==> src/rtl/input_buffer_rc.sv <==
// Per-port flit FIFO that computes the XY output-port label when a flit is written.
// Define INPUT_BUFFER_DROP_CNT_EN to build the saturating dropped-push counter; otherwise drop_cnt is 0.
module input_buffer_rc #(
    parameter int DEPTH     = 4,
    parameter int WIDTH     = 2,
    parameter int DATASIZE  = 30,
    parameter int router_ID = 6,
    parameter int MESH_X    = 4,
    parameter int IDW       = 4
) (
    input  logic                clk,
    input  logic                rst,
    input  logic                in_valid,
    input  logic [DATASIZE-1:0] in_data,
    output logic                full,
    output logic [4:0]          label,
    output logic [DATASIZE-1:0] data_out,
    input  logic                ready,
    output logic [7:0]          drop_cnt
);

    localparam int             CUR_X    = router_ID % MESH_X;
    localparam int             CUR_Y    = router_ID / MESH_X;
    localparam logic [WIDTH:0] FULL_CNT = (WIDTH+1)'(DEPTH);

    // XY dimension order: resolve X first, then Y, else deliver locally.
    function automatic logic [4:0] route_label(input logic [IDW-1:0] dest);
        int dst_x;
        int dst_y;
        dst_x = int'(dest) % MESH_X;
        dst_y = int'(dest) / MESH_X;
        if (dst_x > CUR_X)      return 5'b00100;
        else if (dst_x < CUR_X) return 5'b10000;
        else if (dst_y > CUR_Y) return 5'b01000;
        else if (dst_y < CUR_Y) return 5'b00010;
        else                    return 5'b00001;
    endfunction

    logic [DATASIZE+4:0] r_mem [DEPTH];
    logic [WIDTH-1:0]    r_wr_ptr;
    logic [WIDTH-1:0]    r_rd_ptr;
    logic [WIDTH:0]      r_count;

    logic                w_full;
    logic                w_empty;
    logic                w_push;
    logic                w_pop;
    logic [4:0]          w_label;
    logic [DATASIZE+4:0] w_head;

    assign w_full  = (r_count == FULL_CNT);
    assign w_empty = (r_count == '0);
    assign w_push  = in_valid & ~w_full;
    assign w_pop   = ready & ~w_empty;
    assign w_label = route_label(in_data[DATASIZE-1 -: IDW]);
    assign w_head  = r_mem[r_rd_ptr];

    assign full     = w_full;
    assign label    = w_empty ? 5'b0 : w_head[DATASIZE+4:DATASIZE];
    assign data_out = w_empty ? '0 : w_head[DATASIZE-1:0];

    always_ff @(posedge clk) begin
        if (rst) begin
            r_wr_ptr <= '0;
            r_rd_ptr <= '0;
            r_count  <= '0;
        end else begin
            if (w_push) r_wr_ptr <= r_wr_ptr + 1'b1;
            if (w_pop)  r_rd_ptr <= r_rd_ptr + 1'b1;
            case ({w_push, w_pop})
                2'b10:   r_count <= r_count + 1'b1;
                2'b01:   r_count <= r_count - 1'b1;
                default: ;
            endcase
        end
    end

    // Storage carries no reset; the empty flag masks stale entries.
    always_ff @(posedge clk) begin
        if (w_push && !rst) r_mem[r_wr_ptr] <= {w_label, in_data};
    end

`ifdef INPUT_BUFFER_DROP_CNT_EN
    logic [7:0] r_drop_cnt;

    always_ff @(posedge clk) begin
        if (rst)
            r_drop_cnt <= 8'h00;
        else if (in_valid && w_full && r_drop_cnt != 8'hFF)
            r_drop_cnt <= r_drop_cnt + 8'h01;
    end

    assign drop_cnt = r_drop_cnt;
`else
    assign drop_cnt = 8'h00;
`endif

endmodule

==> config.mk <==
export PLATFORM = sky130hd
export DESIGN_NAME = input_buffer_rc
export DESIGN_NICKNAME = d
export VERILOG_FILES = /design/src/rtl/input_buffer_rc.sv
export SDC_FILE = /design/constraint.sdc
export NUM_CORES = 1
export LEC_CHECK = 0
export CAP_MARGIN = 20
export CELL_PAD_IN_SITES_DETAIL_PLACEMENT = 1
export CELL_PAD_IN_SITES_GLOBAL_PLACEMENT = 1
export CORE_MARGIN = 3
export CORE_UTILIZATION = 51
export DETAILED_ROUTE_END_ITERATION = 12
export GPL_ROUTABILITY_DRIVEN = 0
export PLACE_DENSITY = 0.95
export SLEW_MARGIN = 25
export SYNTH_ARGS = -nofsm -noshare
export SYNTH_HDL_FRONTEND = slang
export SYNTH_SLANG_ARGS = --single-unit
==> constraint.sdc <==
create_clock -name clk -period 6.1 [get_ports clk]
set_clock_uncertainty 0.1 [all_clocks]
set_input_delay 0.61 -clock clk [delete_from_list [all_inputs] [get_ports clk]]
set_output_delay 0.61 -clock clk [all_outputs]
set_load 0.02 [all_outputs]
==> results of run 1 <==
kinds of logic (layout without fill, tap and decap cells):
logic type | count (synthesis) | after routing
muxes | 36 | 36
xor gates and xnor gates | 3 | 3
buffers and inverters | 29 | 115
AOI/OAI and AO/OA | 8 | 8
adders and majority gates | 6 | 6
and+or+nand+nor | 57 | 57
other | 1 | 8
DFF | 149 | 149
state kept, by name, indices dropped and copies added (netlist names), named ones only:
signal    count
r_count       3
r_mem       140
r_rd_ptr      2
r_wr_ptr      2
power by group:
part | internal (mW) | switching, mW
sequential | 1.18 | 0.0732
combinational | 0.458 | 0.433
clock | 0.664 | 0.391
synth_stat cells:
cell type | count | share of area [%]
xor2_1 | 3 | 0.44
buf_6 | 1 | 0.19
edfxtp_1 | 140 | 71
nor4_1 | 1 | 0.11
mux2i_1 | 1 | 0.17
ha_1 | 5 | 1.1
and2b_1 | 7 | 0.89
buf_12 | 3 | 1.0
or3_1 | 3 | 0.32
mux4_2 | 30 | 11
buf_2 | 4 | 0.34
clkbuf_1 | 4 | 0.25
dfxtp_1 | 9 | 3.0
and2_1 | 1 | 0.11
nand2b_1 | 3 | 0.32
nor3b_1 | 5 | 0.63
a21oi_1 | 4 | 0.34
nor4b_1 | 1 | 0.15
o21ai_0 | 3 | 0.25
nor2_1 | 5 | 0.32
buf_4 | 8 | 1.0
mux4_1 | 5 | 2.2
conb_1 | 1 | 0.063
o31ai_1 | 1 | 0.13
nand2_1 | 1 | 0.063
nor3b_2 | 1 | 0.21
fa_1 | 1 | 0.34
clkbuf_2 | 1 | 0.084
nor3_4 | 1 | 0.27
nor2b_1 | 28 | 3.0
inv_1 | 8 | 0.51
through the flow:
step | instances | cell area (um^2) | util, %
6_report | 522 | 7330 | 65.9
4_1_cts | 522 | 7330 | 65.9
3_5_place_dp | 490 | 6720 | 60.4
5_1_grt | 522 | 7330 | 65.9
3_3_place_gp | 490 | 6720 | 60.4
2_1_floorplan | 296 | 5960 | -
final cells by class:
class	instances	area [um^2]	share of cell area, %
Sequential cell	149	4390	59.8
Multi-Input combinational cell	118	1390	19.0
Timing Repair Buffer	75	736	10.0
Clock buffer	20	457	6.23
Tap cell	140	175	2.39
Clock inverter	12	154	2.10
Inverter	8	30.0	0.410
routing by layer:
layer | vias up | part of all wire (%) | GRT usage [%]
met4 | 0 | 1.6 | 6.89
met2 | 88 | 54 | 33.6
met5 | - | 0 | 0
li1 | 1291 | - | -
met1 | 1507 | 40 | 23.7
met3 | 15 | 4.7 | 5.62
critical path, stage by stage (launching register included):
cell             delay [ns]
dfxtp_2                0.70
buf_4                  0.49
mux4_1                 0.60
nor2b_1                0.16
clkdlybuf4s50_1        0.58
final timing paths:
check / slack, ns / to / start / depth (start not counted)
max: 2.43 / label[1] / flop / 4
min: 0.44 / r_wr_ptr[1] / r_wr_ptr[1] / 2
max reg2reg: 3.51 / r_count[2] / r_count[2] / 8
min reg2reg: 0.44 / r_wr_ptr[1] / r_wr_ptr[1] / 2
==> metrics.md, run 1 <==
| Metric | Value |
|---|---|
| Status | `completed` |
| Register area share after synthesis | `approximately three quarters` |
| Unique masters post-synth | `31` |
| CTS tree | `yes` |
| Row cnt | `38` |
| Synth Area in XOR/XNOR | `less than 1%` |
| Die ar. | `0.0130 mm^2` |
| Commonest non-fill, non-tap cell in the layout | `edfxtp_1` |
| Mean area per synthesized cell | `20.5 um^2` |
| HPWL after DPL | `between 6000 and 7000 um` |
| Max clock buf depth | `2` |
| Worst min path class | `flop to flop` |
| Final worst path period share | `60.1%` |
| Total chip power | `about 3.2 mW` |
| Number of post-CTS setup repair buffers | `0` |
| Fin nets | `slightly above 400` |
| # Max-Cap Violations | `0` |
| Post-synthesis simple-gate area fraction | `around 6.3%` |
| Largest family of logic cells by synthesized area | `multiplexers` |
| CP Launch Type | `flop` |
| Port buffer count | `between 60 and 70` |
| Antenna Nets Post-Route | `0` |
| N_diodes | `0` |
| Post-synthesis register bit count | `around 150` |
| Syn Inst Count | `between 200 and 300` |
| Worst Path Class, Setup | `flop to output pin` |
| Worst Path Max Fanout | `20` |
| Fill count | `~940` |
| Cell Area, Synth | `0.00593 mm^2` |
| Pwr dens | `between 400 and 500 mW/mm^2` |
| Core ar. | `between 0.01 and 0.015 mm^2` |
| WHS | `around 0.44 ns` |
| Worst VDD drop | `~0.00021 V` |
| Clk_lat worst skew | `0.41 ns` |
| Synth warnings | `0` |
| H-tree depth | `4` |
| Area delta synth->final | `23.6%` |
| Vias in the first global route | `3258` |
| Clock tree sinks | `around 150` |
| Vias | `between 2000 and 3000` |
| Starting Density | `around 53%` |
| Layout cell share with drive strength beyond 1 | `between 15 and 20%` |
| Crit path arrival time | `between 2 and 3 ns` |
| Antenna violations before repair | `0` |
| Compound-Gate Fraction of Synth Area | `0.717%` |
| Measured slew at the worst slew-check pin | `approximately 0.95 ns` |
| Dpl ws | `between 2 and 3 ns` |
| CP endpoint kind | `output pin` |
| Final WL | `about 12000 um` |
| Die width | `114 um` |
| Post-CTS resize count | `0` |
| Most frequent cells in the layout | `edfxtp_1, clkdlybuf4s50_1, mux4_2, nor2b_1, clkbuf_16` |
| Mux cell area share after synthesis | `roughly 14%` |
| I/O Pins | `between 70 and 80` |
| Reg clk slew, reported paths | `about 0.060 ns` |
| Vias/cell | `between 5 and 6` |
| Cts bufs inserted | `17` |
| Grt ovf | `0` |
| Lkg Pwr | `between 2 and 2.5 nW` |
| Largest net degree at the start of global routing | `38` |
| DR DRC count | `0` |
| Setup ws final | `about 2.4 ns` |
| DR WL/cell | `around 22 um` |
| Final-report setup violation count | `0` |
| CP Data Required Time | `5.39 ns` |
| Overall Global Routing Usage | `just under 20%` |
| Die H | `114 um` |
| Relative max-transition margin | `36.9%` |
| Post-Synth Adder-Cell Area | `under 10%` |
| Setup TNS | `0 ns` |
| Pins Over Slew Limit | `0` |
| Pre-antenna DRT Iters | `4` |
| First-pass GRT wire length | `approximately 18000 um` |
| Root buffer cell | `clkbuf_16` |
| Highest Clock Rate | `273 MHz` |
| Unrepaired setup endpoints after global routing | `no` |
| Post-layout minimum cycle time | `between 3 and 4 ns` |
| Detailed Route Iter0 Violations | `196` |
| Hold Vio Cnt, Final | `0` |
| Cts hold-fix bufs | `0` |
Power figures use the tool's default switching activity.
==> run 2, diff against run 1 <==
--- a/config.mk
+++ b/config.mk
@@ -9,10 +9,10 @@
 export CELL_PAD_IN_SITES_DETAIL_PLACEMENT = 1
 export CELL_PAD_IN_SITES_GLOBAL_PLACEMENT = 1
 export CORE_MARGIN = 3
-export CORE_UTILIZATION = 51
+export CORE_UTILIZATION = 43
 export DETAILED_ROUTE_END_ITERATION = 12
 export GPL_ROUTABILITY_DRIVEN = 0
-export PLACE_DENSITY = 0.95
+export PLACE_DENSITY = 0.87
 export SLEW_MARGIN = 25
 export SYNTH_ARGS = -nofsm -noshare
 export SYNTH_HDL_FRONTEND = slang
==> constraint.sdc (replaced) <==
create_clock -name clk -period 3.05 [get_ports clk]
set_clock_uncertainty 0.1 [all_clocks]
set_input_delay 0.305 -clock clk [delete_from_list [all_inputs] [get_ports clk]]
set_output_delay 0.305 -clock clk [all_outputs]
set_load 0.02 [all_outputs]
==> run 2 against run 1 <==
Register-to-register slack lost 3.1 ns. Total power grew 95%. Setup slack lost 2.2 ns. Design area grew 0.27%. Sequential cell count is the same. Largest cell class unchanged. Largest power group unchanged. Highest routed layer unchanged.
==> metrics.md, run 2 (synthesis results as in run 1) <==
| Metric | Value |
|---|---|
| First-pass GRT wire length | `18300 um (-0.89%)` |
| CP endpoint kind | `output pin` |
| Row cnt | `42 (+11%)` |
| Fin area | `0.00735 mm^2 (+0.27%)` |
| Worst Path Max Fanout | `22 (+10%)` |
| Placed Area | `0.00680 mm^2 (+1.2%)` |
| Status | `completed` |
| Cts bufs inserted | `17 (unchanged)` |
| Final WL | `11400 um (-2.4%)` |
| N_diodes | `0 (unchanged)` |
| Cts hold-fix bufs | `0 (unchanged)` |
| DR DRC count | `0 (unchanged)` |
| HPWL after DPL | `7030 um (+1.1%)` |
| # Max-Cap Violations | `0 (unchanged)` |
| Pwr dens | `851 mW/mm^2 (+95%)` |
| Antenna Nets Post-Route | `0 (unchanged)` |
| Die ar. | `0.0152 mm^2 (+18%)` |
| Largest Register | `r_mem` |
| CP max stage delay | `0.62 ns (-0.08 ns)` |
| Reg2reg path depth | `8 (unchanged)` |
| Lkg Pwr | `2.40 nW (about the same)` |
| Measured slew at the worst slew-check pin | `0.780 ns (-0.167 ns)` |
| Multi-input gate area in the final layout | `0.00139 mm^2 (unchanged)` |
| Pins Over Slew Limit | `0 (unchanged)` |
| Antenna violations before repair | `0 (unchanged)` |
| I/O Pins | `78 (unchanged)` |
| Highest Clock Rate | `between 300 and 400 MHz` |
| Post-CTS resize count | `0 (unchanged)` |
| Die width | `123 um (+8.4%)` |
| Port buffer count | `69 (unchanged)` |
| Pre-antenna DRT Iters | `4 (unchanged)` |
| Clk_lat worst skew | `0.41 ns (about the same)` |
| CP Data Required Time | `2.64 ns (-2.75 ns)` |
| Relative max-transition margin | `47.5% (+11 points)` |
| Crit-path cells | `buf_4 > mux4_1 > nor2b_1 > clkdlybuf4s50_1` |
| Total chip power | `6.25 mW (+95%)` |
| Vias in the first global route | `3287 (+0.89%)` |
| Vias/cell | `5.15 (-7.4%)` |
| Hold Vio Cnt, Final | `0 (unchanged)` |
| Sequential cell area | `0.00439 mm^2 (unchanged)` |
| CTS tree | `yes` |
| Max stage delay cell, worst path | `mux4_1` |
| DR WL/cell | `20.4 um (-9.2%)` |
| Starting Density | `44.5% (-8.9 points)` |
| Vias | `2887 (-0.48%)` |
| Final worst path period share | `93.8%` |
| Area delta synth->final | `23.9%` |
| Setup TNS | `0 ns (unchanged)` |
| Largest net degree at the start of global routing | `36 (-5.3%)` |
| Most frequent cells in the layout | `edfxtp_1, clkdlybuf4s50_1, mux4_2, nor2b_1, clkbuf_16` |
| Die H | `123 um (+8.4%)` |
| Worst Path Class, Setup | `flop to output pin` |
| Core ar. | `0.0133 mm^2 (+20%)` |
| Post-layout minimum cycle time | `between 2 and 3 ns` |
| Commonest non-fill, non-tap cell in the layout | `edfxtp_1` |
| Number of post-CTS setup repair buffers | `0 (unchanged)` |
| Worst min path class | `flop to flop` |
| Fin nets | `412 (+0.73%)` |
| Hold Crit Depth | `2 (unchanged)` |
| Biggest regs | `r_mem x140, r_count x3` |
| Detailed Route Iter0 Violations | `200 (+2.0%)` |
| WHS | `0.385 ns (-0.0500 ns)` |
| CP Launch Type | `flop` |
| Final-report setup violation count | `0 (unchanged)` |
| Max clock buf depth | `2 (unchanged)` |
| H-tree depth | `4 (unchanged)` |
| Grt ovf | `0 (unchanged)` |
| Unrepaired setup endpoints after global routing | `no` |
| Crit path arrival time | `2.46 ns (-0.50 ns)` |
| Overall Global Routing Usage | `16.8% (-2.7 points)` |
| Worst VDD drop | `0.000393 V (+90%)` |
| Fill count | `1207 (+29%)` |
| Root buffer cell | `clkbuf_16` |
| Clock tree sinks | `149 (unchanged)` |
| Layout cell share with drive strength beyond 1 | `19.0% (-0.67 points)` |
| Max reg flops | `140 (unchanged)` |
| Reg clk slew, reported paths | `0.05 ns (about the same)` |
==> run 2: cell count changes in the layout (fill, tap and decap cells not counted), sizes merged <==
| cell | delta |
|---|---|
| bufinv | -1 |
| clkinv | +3 |
| clkinvlp | -3 |
| clkbuf | +1 |
| buf | +3 |
==> run 2: routing by layer <==
metal	global-route usage [%]	vias up	wire length [um]	share of wire [%]
met1	20.4	1507	4760	42
met3	5.12	13	516	4.5
met5	0	-	0	0
met2	28.4	79	5970	52
li1	-	1288	-	-
met4	6.44	0	182	1.6
==> run 2: worst paths after layout <==
path	slack (ns)	from	to
min reg2reg	0.39	r_rd_ptr[1]	flop
max	0.19	flop	label[1]
min	0.39	r_rd_ptr[1]	flop
max reg2reg	0.46	r_count[2]	r_count[2]
==> run 2: power by group <==
group	internal, mW	switching [mW]
logic	0.940	0.928
clock network	1.19	0.756
registers	2.37	0.0695
total	4.50	1.75
==> run 2: cell type report <==
type                    count  area share, %
clock buffers              21           5.99
clock inverters            11           1.50
inverters                   8          0.408
multi-input cells         118           19.0
flip-flops and latches    149           59.7
well taps                 176           3.00
repair buffers             78           10.5
==> run 2: through the flow <==
stage / util [%] / worst slack (ns) / instances
floorplan: - / -1.01 / 296
global placement: 51.0 / 0.633 / 529
detailed placement: 51.0 / 0.468 / 529
CTS: 55.1 / 0.102 / 561
global route: 55.1 / 0.0185 / 561
finish: 55.1 / 0.188 / 561
==> run 2: worst max-delay path: cells and delay by family, from the launching register on <==
kind	cells	cell delay, ns
flip-flops	1	0.32
buffers and inverters	2	0.93
multiplexers	1	0.62
AND/OR/NAND/NOR	1	0.16
==> run 3, diff against run 2 <==
--- a/config.mk
+++ b/config.mk
@@ -6,7 +6,7 @@
 export NUM_CORES = 1
 export LEC_CHECK = 0
 export CAP_MARGIN = 20
-export CELL_PAD_IN_SITES_DETAIL_PLACEMENT = 1
+export CELL_PAD_IN_SITES_DETAIL_PLACEMENT = 0
 export CELL_PAD_IN_SITES_GLOBAL_PLACEMENT = 1
 export CORE_MARGIN = 3
 export CORE_UTILIZATION = 43
==> run 3 against run 2 <==
Die area is the same. Combinational power is essentially flat. Utilization grew 0.50 points. Sequential power is essentially flat. Setup slack gained 0.047 ns. Register-to-register slack is essentially flat. Non-clock buffer count is the same. Hold slack gained 0.013 ns. Total power grew 3.2%. Cell count shrank 0.36%. Count of clock-buffer cells in the layout shrank 2. Critical endpoint unchanged. Highest routed layer unchanged.
==> metrics.md, run 3 (synthesis results as in run 1) <==
| Metric | Value |
|---|---|
| Relative max-transition margin | `51.4% (+3.9 points)` |
| Highest Clock Rate | `355 MHz (+1.7%)` |
| R2R Setup Slk | `0.47 ns (about the same)` |
| Die H | `123 um (unchanged)` |
| N_diodes | `0 (unchanged)` |
| Cts bufs inserted | `17 (unchanged)` |
| Final worst path period share | `92.3% (-1.6 points)` |
| Fin nets | `412 (unchanged)` |
| H-tree depth | `4 (unchanged)` |
| Critical register-to-register path endpoint | `r_count[2]` |
| I/O Pins | `78 (unchanged)` |
| Clock tree sinks | `149 (unchanged)` |
| Vias | `2861 (-0.90%)` |
| CP delay by family, top | `buffers and inverters` |
| Cts hold-fix bufs | `0 (unchanged)` |
| Largest Register | `r_mem` |
| Hold Vio Cnt, Final | `0 (unchanged)` |
| Post-layout minimum cycle time | `2.81 ns (-0.0475 ns)` |
| Detailed Route Iter0 Violations | `202 (+1.0%)` |
| Fill count | `1046 (-13%)` |
| Placed Cells incl. Taps | `529 (unchanged)` |
| Clk_lat worst skew | `0.40 ns (about the same)` |
| Grt ovf | `0 (unchanged)` |
| Commonest non-fill, non-tap cell in the layout | `edfxtp_1` |
| Vias in the first global route | `2985 (-9.2%)` |
| Hold Crit Depth | `2 (unchanged)` |
| DR WL/cell | `18.2 um (-11%)` |
| Starting Density | `44.5% (unchanged)` |
| Reg2reg path depth | `8 (unchanged)` |
| Max stage delay cell, worst path | `mux4_1` |
| Crit path arrival time | `2.41 ns (-0.05 ns)` |
| Final std cells w/o fill | `559 (-0.36%)` |
| Most frequent cells in the layout | `edfxtp_1, clkdlybuf4s50_1, mux4_2, nor2b_1, clkbuf_16` |
| Final WL | `10200 um (-11%)` |
| Root buffer cell | `clkbuf_16` |
| # Max-Cap Violations | `0 (unchanged)` |
| CP Launch Type | `flop` |
| Die ar. | `0.0152 mm^2 (unchanged)` |
| CTS tree | `yes` |
| Die width | `123 um (unchanged)` |
| CP max stage delay | `0.61 ns (about the same)` |
| Measured slew at the worst slew-check pin | `0.722 ns (-0.0578 ns)` |
| Number of post-CTS setup repair buffers | `0 (unchanged)` |
| Area delta synth->final | `25.0%` |
| Layout cell share with drive strength beyond 1 | `18.8% (-0.16 points)` |
| Reg clk slew, reported paths | `0.05 ns (about the same)` |
| Status | `completed` |
| Pins Over Slew Limit | `0 (unchanged)` |
| Worst VDD drop | `0.000421 V (+7.2%)` |
| Worst Path Max Fanout | `22 (unchanged)` |
| Core ar. | `0.0133 mm^2 (unchanged)` |
| Buf/Inv on CP | `2 (unchanged)` |
| Hold path start | `r_rd_ptr[1]` |
| Final-report setup violation count | `0 (unchanged)` |
| CP Data Required Time | `2.64 ns (about the same)` |
| Lkg Pwr | `2.42 nW (+1.1%)` |
| Largest net degree at the start of global routing | `36 (unchanged)` |
| Port buffer count | `69 (unchanged)` |
| Pwr dens | `870 mW/mm^2 (+2.3%)` |
| Antenna violations before repair | `0 (unchanged)` |
| First-pass GRT wire length | `15900 um (-13%)` |
| Crit-path cells | `buf_4 > mux4_1 > nor2b_1 > clkdlybuf4s50_1` |
| Setup TNS | `0 ns (unchanged)` |
| Worst min path class | `flop to flop` |
| Worst Path Class, Setup | `flop to output pin` |
| Biggest regs | `r_mem x140, r_count x3` |
| Post-CTS resize count | `0 (unchanged)` |
| Unrepaired setup endpoints after global routing | `no` |
| FF-to-FF Start | `r_count[2]` |
| HPWL after DPL | `6060 um (-14%)` |
| Max clock buf depth | `2 (unchanged)` |
| Max reg flops | `140 (unchanged)` |
| Vias/cell | `5.12 (-0.55%)` |
| CP endpoint kind | `output pin` |
| Pre-antenna DRT Iters | `4 (unchanged)` |
| Row cnt | `42 (unchanged)` |
| Antenna Nets Post-Route | `0 (unchanged)` |
| DR DRC count | `0 (unchanged)` |
| Overall Global Routing Usage | `14.4% (-2.4 points)` |
run 3: cell types whose count changed in the layout (fill, tap and decap cells not counted):
cell / delta
clkinv_2: -4
clkbuf_1: -2
clkinv_1: +1
bufinv_16: +3
run 3: how the worst max path moves through the flow:
stage                from            to  slack [ns]  depth (start not counted)
6_report             flop      label[1]        0.24                          4
3_3_place_gp         flop      label[1]        0.63                          4
4_1_cts              flop      label[1]        0.18                          4
2_1_floorplan  r_count[0]   r_mem[0][0]       -1.01                          4
5_1_grt              flop  data_out[29]        0.09                          4
3_5_place_dp   r_count[2]    r_count[2]        0.48                          8
run 3: report_power, final:
part / total, mW / leakage [nW] / internal, mW / switching [mW]
logic: 1.85 / 0.777 / 0.940 / 0.911
registers: 2.43 / 1.35 / 2.37 / 0.0653
clock network: 2.17 / 0.299 / 1.43 / 0.734
total: 6.45 / 2.42 / 4.74 / 1.71
run 3: stage by stage:
stage          power, mW  setup WS [ns]  hold WS [ns]  area (um^2)  utilization (%)
2_1_floorplan       3.71          -1.01         0.304         5960                -
3_3_place_gp        4.34          0.633         0.368         6800             51.0
3_5_place_dp        4.37          0.481         0.383         6800             51.0
4_1_cts             6.55          0.176         0.411         7420             55.6
5_1_grt             6.75         0.0869         0.422         7420             55.6
6_report            6.45          0.236         0.399         7420             55.6
run 3: cell type report:
type,count,area (um^2),share of cell area (%)
clock buffer,19,433,5.84
clock inverter,11,184,2.48
inverter,8,30.0,0.405
multi-input combinational,118,1390,18.8
sequential,149,4390,59.1
tap,176,220,2.97
timing repair buffer,78,771,10.4
run 3: worst min-delay path, stage by stage (launching register included):
cell     delay [ns]
dfxtp_1        0.30
o21ai_0        0.06
a21oi_1        0.08
run 3: routing by layer:
layer  vias up  global-route usage, %  wire length [um]
li1       1290                      -                 -
met1      1480                   18.8              4400
met2        78                   23.1              5200
met3        13                   4.53               465
met4         0                   4.57               104
met5         -                      0                 0
==> RTL edit: new RTL, settings of run 3 <==
The parameter `DATASIZE` goes from 30 to 60.
--- a/src/rtl/input_buffer_rc.sv
+++ b/src/rtl/input_buffer_rc.sv
@@ -3,7 +3,7 @@
 module input_buffer_rc #(
     parameter int DEPTH     = 4,
     parameter int WIDTH     = 2,
-    parameter int DATASIZE  = 30,
+    parameter int DATASIZE  = 60,
     parameter int router_ID = 6,
     parameter int MESH_X    = 4,
     parameter int IDW       = 4
Ports: changed (resized data_out and in_data); port bits go from 78 to 138. No check against the original RTL was run, so the function may have changed too.
==> RTL edit against run 3 <==
Synthesized area increased by 75%. Routed wire length is 93% higher. Non-clock buffer count increased by 70. Sequential cell count grew 120. Total power up 67%. Cell area is 75% higher. Setup slack worse by 0.067 ns. Clock power increased by 35%. Largest cell class unchanged.
==> RTL edit: results (changes against run 3) <==
* Status: finished, final reports clean (unchanged)
* P_int at 0.00772 W (was 0.00474 W)
* Xor and xnor fraction of the mapped netlist area at 0.253% (was 0.443%)
* Worst-Margin Slew at 0.692 ns (was 0.722 ns)
* Most common library cells after synthesis: 260 x edfxtp_1, 65 x mux4_2, 61 x nor2b_1, 9 x buf_4, 9 x dfxtp_1 (was 140 x edfxtp_1, 30 x mux4_2, 28 x nor2b_1, 9 x dfxtp_1)
* Yosys cell types at 28 (was 31)
* Post-synthesis adder-cell area fraction at 0.794% (was 1.39%)
* DP Worst Slack at 0.545 ns (was 0.481 ns)
* Largest net degree at the start of global routing at 54 (was 36)
* EDFF count, synth at 260 (was 140)
* Final non-filler cell total at 965 (was 559)
* VDD IR max at 0.566 mV (was 0.421 mV)
* Mean cell area of the mapped netlist at 21.7 µm² (was 20.5 µm²)
* Crit path DAT at 2.48 ns (was 2.41 ns)
* GRT Total Usage at 15.2% (was 14.4%)
* Vias in the first global route at 5354 (was 2985)
* Leakage at 4.10 nW (was 2.42 nW)
* HP Class: in2reg (was reg2reg)
* First-pass GRT wire length at 30.7 mm (was 15.9 mm)
* Synth Area in Compound Gates at 0.409% (was 0.717%)
* WL final at 19.6 mm (was 10.2 mm)
* Crit path largest cell delay at 0.55 ns (was 0.61 ns)
* Maximum clock path buffer count at 3 (was 2)
* DR iter-0 viols at 213 (was 202)
* DP Cell Count at 918 (was 529)
* Vias at 4920 (was 2861)
* Share of layout cells above drive strength 1 at 19.3% (was 18.8%)
* Max H-tree Level at 1 (was 4)
* Worst Path Max Fanout at 27 (was 22)
* Final net count at 701 (was 412)
* Dpl hpwl at 11.7 mm (was 6.06 mm)
* TritonCTS Buffers at 26 (was 17)
* Seq/Total Area, Yosys at 76.8% (was 73.9%)
* Biggest regs: r_mem x260, r_count x3 (was r_mem x140, r_count x3)
* Clock latency on the worst-skew pair at 0.52 ns (was 0.40 ns)
* Slowest stage cell, crit path: clkdlybuf4s50_1 (was mux4_1)
## RTL edit: changes by cell type in the layout (fill, tap and decap cells not counted), moves of 4 or more
cell / run 3 / this run
mux4_2: 30 / 65
nor3b_2: 5 / 0
bufinv_16: 5 / 1
clkbuf_1: 2 / 8
clkdlybuf4s50_1: 69 / 129
clkbuf_16: 17 / 27
nor3b_4: 0 / 5
buf_12: 1 / 7
mux4_1: 5 / 0
edfxtp_1: 140 / 260
nor2b_1: 28 / 61
## RTL edit: path summary, 6_finish.rpt
kind / depth (start not counted) / start / endpoint / slack [ns]
hold / removal: 1 / in_data[4] / r_mem[2][4]$_DFFE_PP_ / 0.31
hold reg to reg: 2 / r_rd_ptr[1]$_SDFFE_PP0P_ / flop / 0.38
setup reg to reg: 8 / r_count[2]$_SDFFE_PP0P_ / r_count[2]$_SDFFE_PP0P_ / 0.73
setup / recovery: 4 / flop / label[3] / 0.17
## RTL edit: what timing repair did
action,in CTS,in global routing
resized for setup,1,0
setup endpoints to repair,23,0
hold endpoints to repair,0,0
buffers inserted,4,0
## RTL edit: critical path, delay by kind of cell (launching register included)
family | cells | cell delay, ns
DFF | 1 | 0.42
buffers and inverters | 2 | 0.80
and+or+nand+nor | 1 | 0.17
muxes | 1 | 0.54
## RTL edit: stage by stage
step / total power (W) / hold WS (ns) / instance area, µm²
after floorplan: 0.00654 / 0.304 / 10500
after global placement: 0.00786 / 0.368 / 12200
after detailed placement: 0.00791 / 0.371 / 12200
after CTS: 0.0109 / 0.293 / 13000
after global routing: 0.0113 / 0.299 / 13000
final: 0.0108 / 0.313 / 13000
## RTL edit: power groups by stage
stage / registers, W / logic [W] / clock network (W)
after CTS: 0.00437 / 0.00354 / 0.00301
after global routing: 0.00438 / 0.00371 / 0.00318
after global placement: 0.00446 / 0.00340 / 0
after floorplan: 0.00440 / 0.00214 / 0
final: 0.00437 / 0.00347 / 0.00292
after detailed placement: 0.00447 / 0.00344 / 0
## RTL edit: per-layer routing
layer | wire length [µm] | vias up | global-route usage [%]
met5 | 0 | - | 0
met4 | 363 | 0 | 3.83
met3 | 1160 | 30 | 2.82
met2 | 9890 | 154 | 25.9
met1 | 8180 | 2523 | 20.3
li1 | - | 2213 | -
## RTL edit: cells by family after synthesis
family | Yosys count
xor gates and xnor gates | 3
and+or+nand+nor | 87
muxes | 66
buffers and inverters | 39
adders and majority gates | 6
DFF | 269
other | 1
AOI/OAI and AO/OA | 8
## RTL edit: final cells by class
type / count / area [µm²]
well taps: 319 / 399
inverters: 8 / 30.0
flip-flops and latches: 269 / 8000
fillers: 1796 / 10600
repair buffers: 148 / 1540
multi-input cells: 178 / 2270
clock buffers: 35 / 706
clock inverters: 8 / 61.3
